`config.mk`:
```
export PLATFORM = sky130hd
export DESIGN_NAME = kmkz_mem_arbiter_flat
export DESIGN_NICKNAME = d
export VERILOG_FILES = /design/src/rtl/kmkz_mem_arbiter_if.sv /design/src/rtl/kmkz_mem_arbiter.sv /design/src/flat_wrapper.sv
export SDC_FILE = /design/constraint.sdc
export NUM_CORES = 1
export LEC_CHECK = 0
export BUFFER_PORTS_ARGS = -buffer_cell sky130_fd_sc_hd__buf_2
export CAP_MARGIN = 40
export CELL_PAD_IN_SITES_DETAIL_PLACEMENT = 0
export CELL_PAD_IN_SITES_GLOBAL_PLACEMENT = 1
export CORE_MARGIN = 1
export CORE_UTILIZATION = 35
export CTS_CLUSTER_SIZE = 10
export DETAILED_ROUTE_END_ITERATION = 10
export PLACE_DENSITY = 0.85
export REMOVE_ABC_BUFFERS = 1
export SETUP_SLACK_MARGIN = 0.4
export SYNTH_ARGS = -nofsm -noshare
export SYNTH_HDL_FRONTEND = slang
export SYNTH_SLANG_ARGS = --single-unit
```
`constraint.sdc`:
```
create_clock -name clk_i -period 2.3 [get_ports clk_i]
set_input_delay 0.23 -clock clk_i [delete_from_list [all_inputs] [get_ports clk_i]]
set_output_delay 0.23 -clock clk_i [all_outputs]
set_load 0.05 [all_outputs]
```
`src/rtl/kmkz_mem_arbiter_if.sv`:
```
// Bus bundle for kmkz_mem_arbiter: fetch port, load/store port and the
// shared memory port. The master modport is the arbiter's view; the slave
// modport is the view of the surrounding requesters and memory.
interface kmkz_mem_arbiter_if;
  // fetch requester
  logic        if_req_i;
  logic [31:0] if_addr_i;
  logic        if_flush_i;
  logic [31:0] if_rdata_o;
  logic        if_ready_o;
  // load/store requester
  logic        ls_req_i;
  logic [31:0] ls_addr_i;
  logic [31:0] ls_wdata_i;
  logic        ls_we_i;
  logic [3:0]  ls_be_i;
  logic [31:0] ls_rdata_o;
  logic        ls_ready_o;
  // shared memory port
  logic        mem_req_o;
  logic [31:0] mem_addr_o;
  logic [31:0] mem_wdata_o;
  logic        mem_we_o;
  logic [3:0]  mem_be_o;
  logic [31:0] mem_rdata_i;
  logic        mem_ack_i;

  modport master (
    input  if_req_i, if_addr_i, if_flush_i,
    output if_rdata_o, if_ready_o,
    input  ls_req_i, ls_addr_i, ls_wdata_i, ls_we_i, ls_be_i,
    output ls_rdata_o, ls_ready_o,
    output mem_req_o, mem_addr_o, mem_wdata_o, mem_we_o, mem_be_o,
    input  mem_rdata_i, mem_ack_i
  );

  modport slave (
    output if_req_i, if_addr_i, if_flush_i,
    input  if_rdata_o, if_ready_o,
    output ls_req_i, ls_addr_i, ls_wdata_i, ls_we_i, ls_be_i,
    input  ls_rdata_o, ls_ready_o,
    input  mem_req_o, mem_addr_o, mem_wdata_o, mem_we_o, mem_be_o,
    output mem_rdata_i, mem_ack_i
  );
endinterface

```
`src/rtl/kmkz_mem_arbiter.sv`:
```
// kmkz_mem_arbiter: two-requester arbiter (instruction fetch and load/store)
// in front of a single-outstanding memory port. Load/store wins by default.
// Fetch responses can be discarded by a branch flush.
// Optional feature macro: KMKZ_ARB_FAIR_EN -- when defined, a starvation
// counter forces a fetch grant after STARVE_MAX consecutive load/store grants
// that passed over a waiting fetch. Default build: strict load/store priority.
module kmkz_mem_arbiter #(
  parameter int STARVE_MAX = 4
) (
  input  logic                       clk_i,
  input  logic                       rst_i,
  kmkz_mem_arbiter_if.master         bus
);

  typedef enum logic [1:0] {
    IDLE    = 2'd0,
    IF_WAIT = 2'd1,
    LS_WAIT = 2'd2
  } state_t;

  state_t state;
  logic   discard;
  logic   grant_if;
  logic   grant_ls;
  logic   fair_force;

  // The starvation counter is 3 bits wide, so the limit must fit in 1..7.
  if (STARVE_MAX < 1 || STARVE_MAX > 7) begin : g_bad_starve_max
    $error("kmkz_mem_arbiter: STARVE_MAX must be in 1..7");
  end

`ifdef KMKZ_ARB_FAIR_EN
  localparam logic [2:0] STARVE_LIM = 3'(STARVE_MAX);
  logic [2:0] starve_cnt;

  // Count load/store grants that overtake a waiting fetch; a fetch grant clears it.
  always_ff @(posedge clk_i or negedge rst_i) begin
    if (!rst_i) begin
      starve_cnt <= 3'd0;
    end else if (state == IDLE && grant_if) begin
      starve_cnt <= 3'd0;
    end else if (state == IDLE && grant_ls && bus.if_req_i && starve_cnt != STARVE_LIM) begin
      starve_cnt <= starve_cnt + 3'd1;
    end else begin
      starve_cnt <= starve_cnt;
    end
  end

  assign fair_force = bus.if_req_i && (starve_cnt == STARVE_LIM);
`else
  assign fair_force = 1'b0;
`endif

  // Pick the winner for an IDLE-state grant: load/store first unless a starved fetch is forced.
  always_comb begin
    grant_ls = 1'b0;
    grant_if = 1'b0;
    if (bus.ls_req_i && !fair_force) begin
      grant_ls = 1'b1;
    end else if (bus.if_req_i) begin
      grant_if = 1'b1;
    end else begin
      grant_ls = 1'b0;
      grant_if = 1'b0;
    end
  end

  // Arbiter FSM: latch the winner onto the memory port, wait for ack, return data.
  always_ff @(posedge clk_i or negedge rst_i) begin
    if (!rst_i) begin
      state           <= IDLE;
      discard         <= 1'b0;
      bus.mem_req_o   <= 1'b0;
      bus.mem_addr_o  <= 32'h0000_0000;
      bus.mem_wdata_o <= 32'h0000_0000;
      bus.mem_we_o    <= 1'b0;
      bus.mem_be_o    <= 4'h0;
      bus.if_rdata_o  <= 32'h0000_0000;
      bus.if_ready_o  <= 1'b0;
      bus.ls_rdata_o  <= 32'h0000_0000;
      bus.ls_ready_o  <= 1'b0;
    end else begin
      // ready outputs are single-cycle pulses
      bus.if_ready_o <= 1'b0;
      bus.ls_ready_o <= 1'b0;
      case (state)
        IDLE: begin
          if (grant_ls) begin
            state           <= LS_WAIT;
            bus.mem_req_o   <= 1'b1;
            bus.mem_addr_o  <= bus.ls_addr_i;
            bus.mem_wdata_o <= bus.ls_wdata_i;
            bus.mem_we_o    <= bus.ls_we_i;
            bus.mem_be_o    <= bus.ls_be_i;
          end else if (grant_if) begin
            state           <= IF_WAIT;
            bus.mem_req_o   <= 1'b1;
            bus.mem_addr_o  <= bus.if_addr_i;
            bus.mem_wdata_o <= 32'h0000_0000;
            bus.mem_we_o    <= 1'b0;
            bus.mem_be_o    <= 4'hF;
            // a flush arriving with the grant already dooms this fetch
            discard         <= bus.if_flush_i;
          end
        end
        IF_WAIT: begin
          if (bus.mem_ack_i) begin
            state          <= IDLE;
            bus.mem_req_o  <= 1'b0;
            bus.if_rdata_o <= bus.mem_rdata_i;
            bus.if_ready_o <= !(discard || bus.if_flush_i);
            discard        <= 1'b0;
          end else if (bus.if_flush_i) begin
            discard <= 1'b1;
          end
        end
        LS_WAIT: begin
          if (bus.mem_ack_i) begin
            state          <= IDLE;
            bus.mem_req_o  <= 1'b0;
            bus.ls_rdata_o <= bus.mem_rdata_i;
            bus.ls_ready_o <= 1'b1;
          end
        end
        default: begin
          state         <= IDLE;
          bus.mem_req_o <= 1'b0;
          discard       <= 1'b0;
        end
      endcase
    end
  end

endmodule

```
`src/flat_wrapper.sv`:
```
// flat-port wrapper written by rule: the top's interface ports become plain ports
module kmkz_mem_arbiter_flat 
#(
  parameter int STARVE_MAX = 4
)
  (clk_i, rst_i, bus_if_req_i, bus_if_addr_i, bus_if_flush_i, bus_if_rdata_o, bus_if_ready_o, bus_ls_req_i, bus_ls_addr_i, bus_ls_wdata_i, bus_ls_we_i, bus_ls_be_i, bus_ls_rdata_o, bus_ls_ready_o, bus_mem_req_o, bus_mem_addr_o, bus_mem_wdata_o, bus_mem_we_o, bus_mem_be_o, bus_mem_rdata_i, bus_mem_ack_i);
  kmkz_mem_arbiter_if bus_i ();
  input  logic clk_i;
  input  logic rst_i;
  input wire logic [$bits(bus_i.if_req_i)-1:0] bus_if_req_i;
  input wire logic [$bits(bus_i.if_addr_i)-1:0] bus_if_addr_i;
  input wire logic [$bits(bus_i.if_flush_i)-1:0] bus_if_flush_i;
  output wire logic [$bits(bus_i.if_rdata_o)-1:0] bus_if_rdata_o;
  output wire logic [$bits(bus_i.if_ready_o)-1:0] bus_if_ready_o;
  input wire logic [$bits(bus_i.ls_req_i)-1:0] bus_ls_req_i;
  input wire logic [$bits(bus_i.ls_addr_i)-1:0] bus_ls_addr_i;
  input wire logic [$bits(bus_i.ls_wdata_i)-1:0] bus_ls_wdata_i;
  input wire logic [$bits(bus_i.ls_we_i)-1:0] bus_ls_we_i;
  input wire logic [$bits(bus_i.ls_be_i)-1:0] bus_ls_be_i;
  output wire logic [$bits(bus_i.ls_rdata_o)-1:0] bus_ls_rdata_o;
  output wire logic [$bits(bus_i.ls_ready_o)-1:0] bus_ls_ready_o;
  output wire logic [$bits(bus_i.mem_req_o)-1:0] bus_mem_req_o;
  output wire logic [$bits(bus_i.mem_addr_o)-1:0] bus_mem_addr_o;
  output wire logic [$bits(bus_i.mem_wdata_o)-1:0] bus_mem_wdata_o;
  output wire logic [$bits(bus_i.mem_we_o)-1:0] bus_mem_we_o;
  output wire logic [$bits(bus_i.mem_be_o)-1:0] bus_mem_be_o;
  input wire logic [$bits(bus_i.mem_rdata_i)-1:0] bus_mem_rdata_i;
  input wire logic [$bits(bus_i.mem_ack_i)-1:0] bus_mem_ack_i;
  assign bus_i.if_req_i = bus_if_req_i;
  assign bus_i.if_addr_i = bus_if_addr_i;
  assign bus_i.if_flush_i = bus_if_flush_i;
  assign bus_if_rdata_o = bus_i.if_rdata_o;
  assign bus_if_ready_o = bus_i.if_ready_o;
  assign bus_i.ls_req_i = bus_ls_req_i;
  assign bus_i.ls_addr_i = bus_ls_addr_i;
  assign bus_i.ls_wdata_i = bus_ls_wdata_i;
  assign bus_i.ls_we_i = bus_ls_we_i;
  assign bus_i.ls_be_i = bus_ls_be_i;
  assign bus_ls_rdata_o = bus_i.ls_rdata_o;
  assign bus_ls_ready_o = bus_i.ls_ready_o;
  assign bus_mem_req_o = bus_i.mem_req_o;
  assign bus_mem_addr_o = bus_i.mem_addr_o;
  assign bus_mem_wdata_o = bus_i.mem_wdata_o;
  assign bus_mem_we_o = bus_i.mem_we_o;
  assign bus_mem_be_o = bus_i.mem_be_o;
  assign bus_i.mem_rdata_i = bus_mem_rdata_i;
  assign bus_i.mem_ack_i = bus_mem_ack_i;
  kmkz_mem_arbiter #(.STARVE_MAX(STARVE_MAX)) u_core (.clk_i(clk_i), .rst_i(rst_i), .bus(bus_i));
endmodule
```
==> results.json <==
{
  "track_usage": 0.172,
  "numCtsBuffers": 17,
  "syn_to_final_growth_pct": 41.5,
  "maxSlewHeadroom": 0.705,
  "min_to": "u_core.bus.if_ready_o",
  "skew_ps": 11.0,
  "min_period_ps": 1800,
  "cts_setup_buffers": 0,
  "cts_buffer_depth": 2,
  "vias": 4211,
  "place_ws_ps": 388,
  "core_um2": 15300,
  "multi_input_area_um2": 1890,
  "reg2reg_from": "u_core.state[0]",
  "fin_cells": 897,
  "register_area_um2": 3480,
  "nNetsFinal": 817,
  "syn_avg_cell_area_um2": 13.9,
  "ys_seq_elements": 139,
  "synth_area_um2": 5500,
  "utilization": 0.510,
  "reg2reg_slack_ps": 500,
  "dp_hpwl_mm": 9.99,
  "overflow": 0,
  "ys_warn_count": 0,
  "wl_mm": 13.6,
  "dp_cells": 864,
  "antenna_left": 0,
  "min_path_cells": 2,
  "tightest_slew_ps": 443,
  "syn_inst": 395,
  "grt_max_degree": 98,
  "n_fill_cell": 1340,
  "fmax_mhz": 557,
  "drt_pass1_iterations": 4,
  "cp_max_fo": 10,
  "finalSetupTns_ps": 0,
  "hold_start": "bus_if_flush_i",
  "status": "finished, final reports clean",
  "drt_iter0_markers": 125,
  "start_util": 0.361,
  "cp_slowest_cell": "dfrtp_1",
  "end_kind": "register",
  "synth_cell_types": 27,
  "hold_path.class": "input pin to register",
  "grt_use_met1": 0.197,
  "setup_viol": 0,
  "crit_arrival_ps": 2080,
  "r2r_end": "u_core.discard",
  "die_area_um2": 16200,
  "ioPinCount": 275,
  "cts_htree_levels": 4,
  "slowest_delay_ps": 390,
  "min_period_over_period": 0.781,
  "start_kind": "register",
  "critical_path_class": "register to register",
  "clk_latency_ps": 410,
  "hold_viol": 0,
  "top_usage_layer": "met2",
  "clock-sinks": 139,
  "grt_pass1_vias": 4270,
  "antenna_found_initial": 0,
  "seq_area_frac_synth": 0.632,
  "max_cap_viol_count": 0,
  "use_met2": 0.298,
  "cts_root_buf": "clkbuf_16",
  "die-height_um": 127,
  "viasPerCell": 4.69,
  "fin_ws_ps": 503,
  "drcViolationCount": 0,
  "required_ps": 2590,
  "crit_chain": "inv_1 > ha_2 > o21a_1 > a2111oi_4 > mux2_1",
  "num_antenna_cells": 0,
  "rsz0062_at_grt": "false",
  "port_buffers": 274,
  "clk_pin_slew_ps": 60,
  "grtUsageMet3": 0.0570,
  "cts_tree": "yes",
  "die_w_um": 127,
  "post_drt_wl_per_cell_um": 15.2,
  "drive_above_1_share": 0.545,
  "grt_pass1_wl_mm": 21.5,
  "gp_routability_congestion": 0.720,
  "num_rows": 45,
  "r2r_cells": 5,
  "slew_violations": 0
}
[cell families after synthesis]
logic type                 count (synthesis)  share of synthesized area
muxes                                     97                      0.191
and+or+nand+nor                           45                     0.0350
buffers and inverters                     30                     0.0271
DFF                                      139                      0.632
AOI/OAI and AO/OA                         79                      0.103
adders and majority gates                  5                     0.0114
[cells in the final DEF, fill, tap and decap left out, drive strengths merged]
cell         synthesis  routed
clkbuf               8      18
inv                  5       6
nor2                 2       2
nor2b                2       2
buf                 17     283
mux2                65      65
nor4bb               1       1
a21oi                3       3
o21ai               35      35
ha                   5       5
dfrtp              139     139
o22a                 5       5
nand2b               2       2
a2111oi              1       1
clkinv               0       7
a22o                33      33
o21a                 1       1
nor3b                1       1
o211ai               1       1
bufinv               0       4
dlygate4sd3          0       1
clkinvlp             0       2
mux2i               32      32
nand3                1       1
nand2               35      35
and2                 1       1
[metal layers]
layer / vias to the layer above / wire, µm
li1: 1973 / -
met1: 2036 / 5550
met2: 184 / 6940
met3: 18 / 978
met4: 0 / 172
met5: - / 0
[what timing repair did]
| action | CTS | global route |
|---|---|---|
| gates resized for setup | 1 | 0 |
| endpoints found under the setup margin | 1 | 0 |
| endpoints found under the hold margin | 36 | 0 |
| hold buffers | 1 | 0 |
[cells in the mapped netlist]
| cell type | count | area (µm²) |
|---|---|---|
| a2111oi_4 | 1 | 27.5 |
| a21oi_1 | 3 | 15.0 |
| a22o_1 | 33 | 289 |
| and2_1 | 1 | 6.26 |
| buf_2 | 14 | 70.1 |
| buf_4 | 2 | 15.0 |
| buf_6 | 1 | 11.3 |
| clkbuf_1 | 7 | 26.3 |
| clkbuf_4 | 1 | 7.51 |
| dfrtp_1 | 139 | 3480 |
| ha_1 | 5 | 62.6 |
| inv_1 | 5 | 18.8 |
| mux2_1 | 9 | 101 |
| mux2_2 | 56 | 631 |
| mux2i_1 | 32 | 320 |
| nand2_1 | 35 | 131 |
| nand2b_1 | 2 | 12.5 |
| nand3_1 | 1 | 5.00 |
| nor2_1 | 2 | 7.51 |
| nor2b_1 | 2 | 12.5 |
| nor3b_1 | 1 | 7.51 |
| nor4bb_1 | 1 | 10.0 |
| o211ai_1 | 1 | 7.51 |
| o21a_1 | 1 | 7.51 |
| o21ai_0 | 34 | 170 |
| o21ai_2 | 1 | 8.76 |
| o22a_1 | 5 | 43.8 |
[cell type report]
cell class,count,area share
flip-flops and latches,139,0.447
multi-input cells,226,0.242
inverters,5,0.00241
well taps,211,0.0339
repair buffers,284,0.193
clock inverters,14,0.0249
clock buffers,18,0.0564
[stage by stage]
stage / hold WS, ps / area, µm²
2_1_floorplan: -65.6 / 5370
3_3_place_gp: 155 / 7140
3_5_place_dp: 157 / 7140
4_1_cts: 3.26 / 7790
5_1_grt: 18.3 / 7790
6_report: 32.6 / 7790
[worst max-delay path by stage]
stage	slack, ps	start	endpoint
floorplan	-100	bus_ls_req_i	u_core.bus.mem_addr_o[0]
global placement	470	u_core.state[0]	u_core.discard
detailed placement	390	u_core.state[0]	u_core.discard
CTS	510	u_core.state[0]	u_core.discard
global route	410	u_core.state[0]	u_core.discard
finish	500	u_core.state[0]	u_core.discard
[worst max-delay path, delay by kind of cell, from the launching register on]
family / cells / cell delay [ps]
AO/OA/AOI/OAI: 2 / 550
adder cells (fa/ha/maj): 1 / 280
buffers and inverters: 1 / 100
flip-flops: 1 / 390
multiplexers: 1 / 360
[registers in the layout, summed over array words and instances, names as in the netlist]
register                count
u_core.bus.if_rdata_o      32
u_core.bus.if_ready_o       1
u_core.bus.ls_rdata_o      32
u_core.bus.ls_ready_o       1
u_core.bus.mem_addr_o      32
u_core.bus.mem_be_o         4
u_core.bus.mem_req_o        1
u_core.bus.mem_wdata_o     32
u_core.bus.mem_we_o         1
u_core.discard              1
u_core.state                2
Power is not shown: default switching activity piles up to over one toggle a cycle in this logic, so the estimate is an artifact.
